File: src/rtl/pfb_32_demux_ctrl.sv
// Address/sequence controller for the 2x-oversampled PFB input commutator buffer.
// Define PFB_32_DEMUX_CTRL_STATUS_EN to add the issued/dropped frame status counters.
module pfb_32_demux_ctrl #(
    parameter int unsigned NUM_CHANNELS = 32,
    parameter int unsigned DECIMATION   = 16,
    parameter int unsigned BUF_DEPTH    = 64,
    parameter int unsigned READ_LATENCY = 1,
    parameter int unsigned MAX_PENDING  = 2
) (
    input  logic                            Clk,
    input  logic                            Rst_n,
    input  logic                            Input_valid,
    output logic                            Buf_wr_en,
    output logic [$clog2(BUF_DEPTH)-1:0]    Buf_wr_addr,
    output logic                            Buf_rd_en,
    output logic [$clog2(BUF_DEPTH)-1:0]    Buf_rd_addr,
    output logic                            Output_valid,
    output logic [$clog2(NUM_CHANNELS)-1:0] Output_channel,
    output logic                            Output_last,
`ifdef PFB_32_DEMUX_CTRL_STATUS_EN
    output logic [31:0]                     Status_frames_issued,
    output logic [15:0]                     Status_frames_dropped,
`endif
    output logic                            Error_overflow
);

    localparam int unsigned AW = $clog2(BUF_DEPTH);
    localparam int unsigned CW = $clog2(NUM_CHANNELS);
    localparam int unsigned DW = $clog2(DECIMATION);
    localparam int unsigned SW = AW - DW;
    localparam int unsigned PW = $clog2(MAX_PENDING + 1);

    localparam logic [CW-1:0] LastK      = CW'(NUM_CHANNELS - 1);
    localparam logic [CW-1:0] FirstReady = CW'(NUM_CHANNELS - 1);
    localparam logic [CW-1:0] NextReady  = CW'(DECIMATION - 1);
    localparam logic [PW-1:0] MaxPend    = PW'(MAX_PENDING);

    typedef enum logic [1:0] {StFill, StIdle, StRead} state_e;

    state_e        state_q, state_d;
    logic [AW-1:0] wr_ptr_q, wr_ptr_d;
    logic [AW-1:0] frame_base_q, frame_base_d;
    logic [CW-1:0] fill_cnt_q, fill_cnt_d;
    logic [CW-1:0] rd_k_q, rd_k_d;
    logic [PW-1:0] pending_q, pending_d;
    logic [SW-1:0] skip_q, skip_d;
    logic          ovf_q, ovf_d;

    logic          frame_ready;
    logic          burst_done;
    logic          drop;
    logic [SW-1:0] skip_inc;
    logic [AW-1:0] base_step;

    logic [READ_LATENCY-1:0]         vld_pipe_q, vld_pipe_d;
    logic [READ_LATENCY-1:0]         last_pipe_q, last_pipe_d;
    logic [READ_LATENCY-1:0][CW-1:0] chan_pipe_q, chan_pipe_d;

    assign Buf_wr_en   = Input_valid;
    assign Buf_wr_addr = wr_ptr_q;
    assign Buf_rd_en   = (state_q == StRead);
    assign Buf_rd_addr = frame_base_q + AW'(rd_k_q);

    assign burst_done  = (state_q == StRead) && (rd_k_q == LastK);
    assign frame_ready = Input_valid &&
                         (fill_cnt_q == ((state_q == StFill) ? FirstReady : NextReady));
    // A frame is dropped only if no burst retires in the same cycle to make room.
    assign drop        = frame_ready && (pending_q == MaxPend) && !burst_done;

    // Each dropped frame moves the next base one extra decimation step forward.
    assign skip_inc  = skip_q + SW'(1);
    assign base_step = {skip_inc, {DW{1'b0}}};

    always_comb begin
        state_d      = state_q;
        wr_ptr_d     = wr_ptr_q;
        frame_base_d = frame_base_q;
        fill_cnt_d   = fill_cnt_q;
        rd_k_d       = rd_k_q;
        pending_d    = pending_q;
        skip_d       = skip_q;
        ovf_d        = ovf_q;

        if (Input_valid) begin
            wr_ptr_d   = wr_ptr_q + AW'(1);
            fill_cnt_d = frame_ready ? '0 : fill_cnt_q + CW'(1);
        end

        if (burst_done) begin
            frame_base_d = frame_base_q + base_step;
            skip_d       = '0;
        end
        if (drop) begin
            ovf_d  = 1'b1;
            skip_d = skip_inc;
        end

        if (frame_ready && !drop && !burst_done) begin
            pending_d = pending_q + PW'(1);
        end else if (burst_done && !frame_ready) begin
            pending_d = pending_q - PW'(1);
        end

        unique case (state_q)
            StFill: begin
                if (frame_ready) state_d = StIdle;
            end
            StIdle: begin
                if (pending_q != '0) begin
                    state_d = StRead;
                    rd_k_d  = '0;
                end
            end
            StRead: begin
                if (burst_done) begin
                    rd_k_d  = '0;
                    state_d = (pending_d != '0) ? StRead : StIdle;
                end else begin
                    rd_k_d = rd_k_q + CW'(1);
                end
            end
            default: state_d = StFill;
        endcase
    end

    always_comb begin
        vld_pipe_d     = vld_pipe_q;
        last_pipe_d    = last_pipe_q;
        chan_pipe_d    = chan_pipe_q;
        vld_pipe_d[0]  = Buf_rd_en;
        last_pipe_d[0] = burst_done;
        chan_pipe_d[0] = Buf_rd_en ? (LastK - rd_k_q) : '0;
        for (int i = 1; i < READ_LATENCY; i++) begin
            vld_pipe_d[i]  = vld_pipe_q[i-1];
            last_pipe_d[i] = last_pipe_q[i-1];
            chan_pipe_d[i] = chan_pipe_q[i-1];
        end
    end

    always_ff @(posedge Clk) begin
        if (!Rst_n) begin
            state_q      <= StFill;
            wr_ptr_q     <= '0;
            frame_base_q <= '0;
            fill_cnt_q   <= '0;
            rd_k_q       <= '0;
            pending_q    <= '0;
            skip_q       <= '0;
            ovf_q        <= 1'b0;
            vld_pipe_q   <= '0;
            last_pipe_q  <= '0;
            chan_pipe_q  <= '0;
        end else begin
            state_q      <= state_d;
            wr_ptr_q     <= wr_ptr_d;
            frame_base_q <= frame_base_d;
            fill_cnt_q   <= fill_cnt_d;
            rd_k_q       <= rd_k_d;
            pending_q    <= pending_d;
            skip_q       <= skip_d;
            ovf_q        <= ovf_d;
            vld_pipe_q   <= vld_pipe_d;
            last_pipe_q  <= last_pipe_d;
            chan_pipe_q  <= chan_pipe_d;
        end
    end

    assign Output_valid   = vld_pipe_q[READ_LATENCY-1];
    assign Output_last    = last_pipe_q[READ_LATENCY-1];
    assign Output_channel = chan_pipe_q[READ_LATENCY-1];
    assign Error_overflow = ovf_q;

`ifdef PFB_32_DEMUX_CTRL_STATUS_EN
    logic [31:0] issued_q, issued_d;
    logic [15:0] dropped_q, dropped_d;

    always_comb begin
        issued_d  = issued_q;
        dropped_d = dropped_q;
        if (burst_done && (issued_q != '1)) issued_d = issued_q + 32'd1;
        if (drop && (dropped_q != '1)) dropped_d = dropped_q + 16'd1;
    end

    always_ff @(posedge Clk) begin
        if (!Rst_n) begin
            issued_q  <= '0;
            dropped_q <= '0;
        end else begin
            issued_q  <= issued_d;
            dropped_q <= dropped_d;
        end
    end

    assign Status_frames_issued  = issued_q;
    assign Status_frames_dropped = dropped_q;
`endif

endmodule

File: config.mk
export PLATFORM = sky130hd
export DESIGN_NAME = pfb_32_demux_ctrl
export DESIGN_NICKNAME = d
export VERILOG_FILES = /design/src/rtl/pfb_32_demux_ctrl.sv
export SDC_FILE = /design/constraint.sdc
export NUM_CORES = 1
export LEC_CHECK = 0
export ABC_AREA = 1
export ABC_CLOCK_PERIOD_IN_PS = 4700
export CAP_MARGIN = 20
export CORE_MARGIN = 5
export CORE_UTILIZATION = 30
export CTS_CLUSTER_SIZE = 20
export DETAILED_ROUTE_END_ITERATION = 7
export GPL_ROUTABILITY_DRIVEN = 0
export PLACE_DENSITY = 0.54
export SLEW_MARGIN = 30
export SYNTH_ARGS = -nofsm -noshare
export SYNTH_HDL_FRONTEND = slang
export SYNTH_SLANG_ARGS = --single-unit
File: constraint.sdc
create_clock -name Clk -period 4.7 [get_ports Clk]
set_input_delay 0.47 -clock Clk [delete_from_list [all_inputs] [get_ports Clk]]
set_output_delay 0.47 -clock Clk [all_outputs]
set_load 0.01 [all_outputs]
==> reports/qor.yml <==
postRouteAntennaNets: 0
root_buffer: "clkbuf_8"
final_cells: 279
cts_tree: "yes"
max_freq_ghz: 0.446
cts_resized: 0
cts_hold_buffers: 0
cts_buffers: 5
syn_nets: 199
drc: 0
slew_headroom_pct: 64.1
cp_slowest_stage_delay_ns: 0.69
synthCells: 188
first_iter_violations: 26
yosys_warnings: 0
clk_latency_ns: 0.28
die_w_um: 80.4
postPlaceCellArea_um2: 1760
grt_max_degree: 17
first_pass_iters: 4
hold_viol_final: 0
crit_buf_inv: 2
worst_slack_ns: 2.46
cp-start-kind: "primary input"
report.final.slew_viol_count: 0
finalCritPeriodShare_pct: 47.7
setup_viol: 0
dpl.cell_count: 271
clk_pin_slew_worst_paths_ns: 0.07
cts.htree.levels: 2
drt_wl_total_um: 2700
tightest_slew_ns: 0.537
fillCellCount: 508
worstSetupEndpointType: "primary output"
vias: 1191
status: "finished clean"
viasPerCell: 4.27
ios: 25
ys_ff_latch: 32
cp.arrival_ns: 1.77
power_leakage_nw: 0.805
syn_area_per_cell_um2: 7.91
crit_chain: "clkdlybuf4s50_1 > clkdlybuf4s50_1"
die-area_um2: 6460
fin_worst_skew_ns: 0.00623
irDropWorstVdd_uv: 131
layout-drive-gt1-share_pct: 12.3
regArea_um2: 641
io_buffers: 24
pre_cts_slack_ns: 2.43
fin_nets: 222
multiInputGateArea_um2: 686
die_y_um: 80.4
grt_pass1_vias: 1122
worstHoldPathType: "reg2reg"
fin_hold_ws_ns: 0.463
path_common_cell: "clkdlybuf4s50_1"
synth_cell_type_count: 29
cts.sinks: 32
clk_path_buf_depth: 2
seq_area_frac_synth_pct: 43.1
globalRouteOverflowTotal: 0
p_total_uw: 584
worstSetupPathType: "in2out"
n_antenna_cell: 0
antenna_found_initial: 0
wl_per_cell_um: 9.69
post_cts_buffers: 0
cp.required_ns: 4.23
tns_ns: 0
syn2layout_area_growth_pct: 26.9
min_period_ns: 2.24
power.density_nw_per_um2: 310
grt_use_total_pct: 9.61
initial_utilization_pct: 31.3
fin_area_um2: 1890
synth_area_um2: 1490
rows: 25
core_um2: 4750
crit_fanout: 12
finish.utilization_pct: 39.7
slowest_stage: "clkdlybuf4s50_1"
grt_pass1_wl_um: 4830
rsz0062_at_grt: "false"
crit_family: "buffers and inverters"
maxCapViolCount: 0
post-dp-hpwl_um: 2080
-- routing by layer --
layer / share of wire [%] / vias up / global-route usage [%] / wire length (um)
li1: - / 640 / - / -
met2: 42 / 27 / 14.3 / 1130
met1: 50 / 517 / 12.2 / 1350
met3: 6.5 / 7 / 3.48 / 177
met4: 1.6 / 0 / 4.56 / 42
met5: 0 / - / 0 / 0
-- final timing paths --
path | slack, ns | startpoint | depth (start not counted) | to
setup / recovery | 2.46 | Input_valid | 2 | Buf_wr_en
hold / removal | 0.46 | Error_overflow | 1 | Error_overflow
setup reg to reg | 2.97 | rd_k_q[1] | 13 | state_q[1]
hold reg to reg | 0.46 | Error_overflow | 1 | Error_overflow
-- power by group --
part           internal (mW)  switching (mW)
logic                0.00896          0.0114
registers              0.274         0.00286
clock network          0.187          0.0995
-- kinds of logic after synthesis --
logic type / Yosys count / synth area share [%]
AND/OR/NAND/NOR: 78 / 25.8
buffers and inverters: 37 / 10.8
flip-flops: 32 / 43.1
AO/OA/AOI/OAI: 28 / 10.6
adder cells (fa/ha/maj): 8 / 6.73
XOR/XNOR: 5 / 2.95
-- layout make-up --
class,count,share of cell area (%)
multi-input combinational,119,36.3
sequential,32,34.0
timing repair buffer,24,12.7
inverter,29,5.84
clock buffer,7,5.11
tap,67,4.44
clock inverter,1,1.59
-- layout by cell type, fill, tap and decap left out, types with 2 or more instances in the layout --
cell type / Yosys / final
ha_1: 8 / 8
nor3b_1: 2 / 2
inv_2: 5 / 5
inv_1: 23 / 23
dfxtp_1: 32 / 32
nor2_4: 4 / 4
a21oi_1: 16 / 16
clkbuf_8: 0 / 7
nor3_1: 4 / 4
clkdlybuf4s50_1: 0 / 24
o21ai_0: 6 / 6
nand3_1: 11 / 11
xor2_1: 5 / 5
nor2_1: 23 / 23
nand2_2: 3 / 3
nand2_1: 26 / 26
-- synth_stat cells, drive strengths merged --
cell type / count / area share, %
and3: 1 / 0.42
dfxtp: 32 / 43
a211oi: 1 / 0.51
nand4: 1 / 0.84
o21ai: 7 / 2.4
o211a: 1 / 0.67
a21oi: 17 / 6.0
inv: 28 / 7.1
nor3: 4 / 1.3
ha: 8 / 6.7
a22o: 1 / 0.59
nor3b: 2 / 1.0
buf: 6 / 2.9
o21a: 1 / 0.51
nand2: 30 / 8.6
clkinv: 1 / 0.34
xor2: 5 / 2.9
nor2: 28 / 9.3
clkbuf: 2 / 0.51
nand3: 12 / 4.4
-- state kept, by name, summed over array words and instances (netlist names), 2 cells and up --
register / count
pending_q: 2
state_q: 2
Buf_wr_addr: 6
frame_base_q: 2
skip_q: 2
Output_channel: 5
fill_cnt_q: 5
rd_k_q: 5
Note: power is estimated with default switching activity, not from simulation.
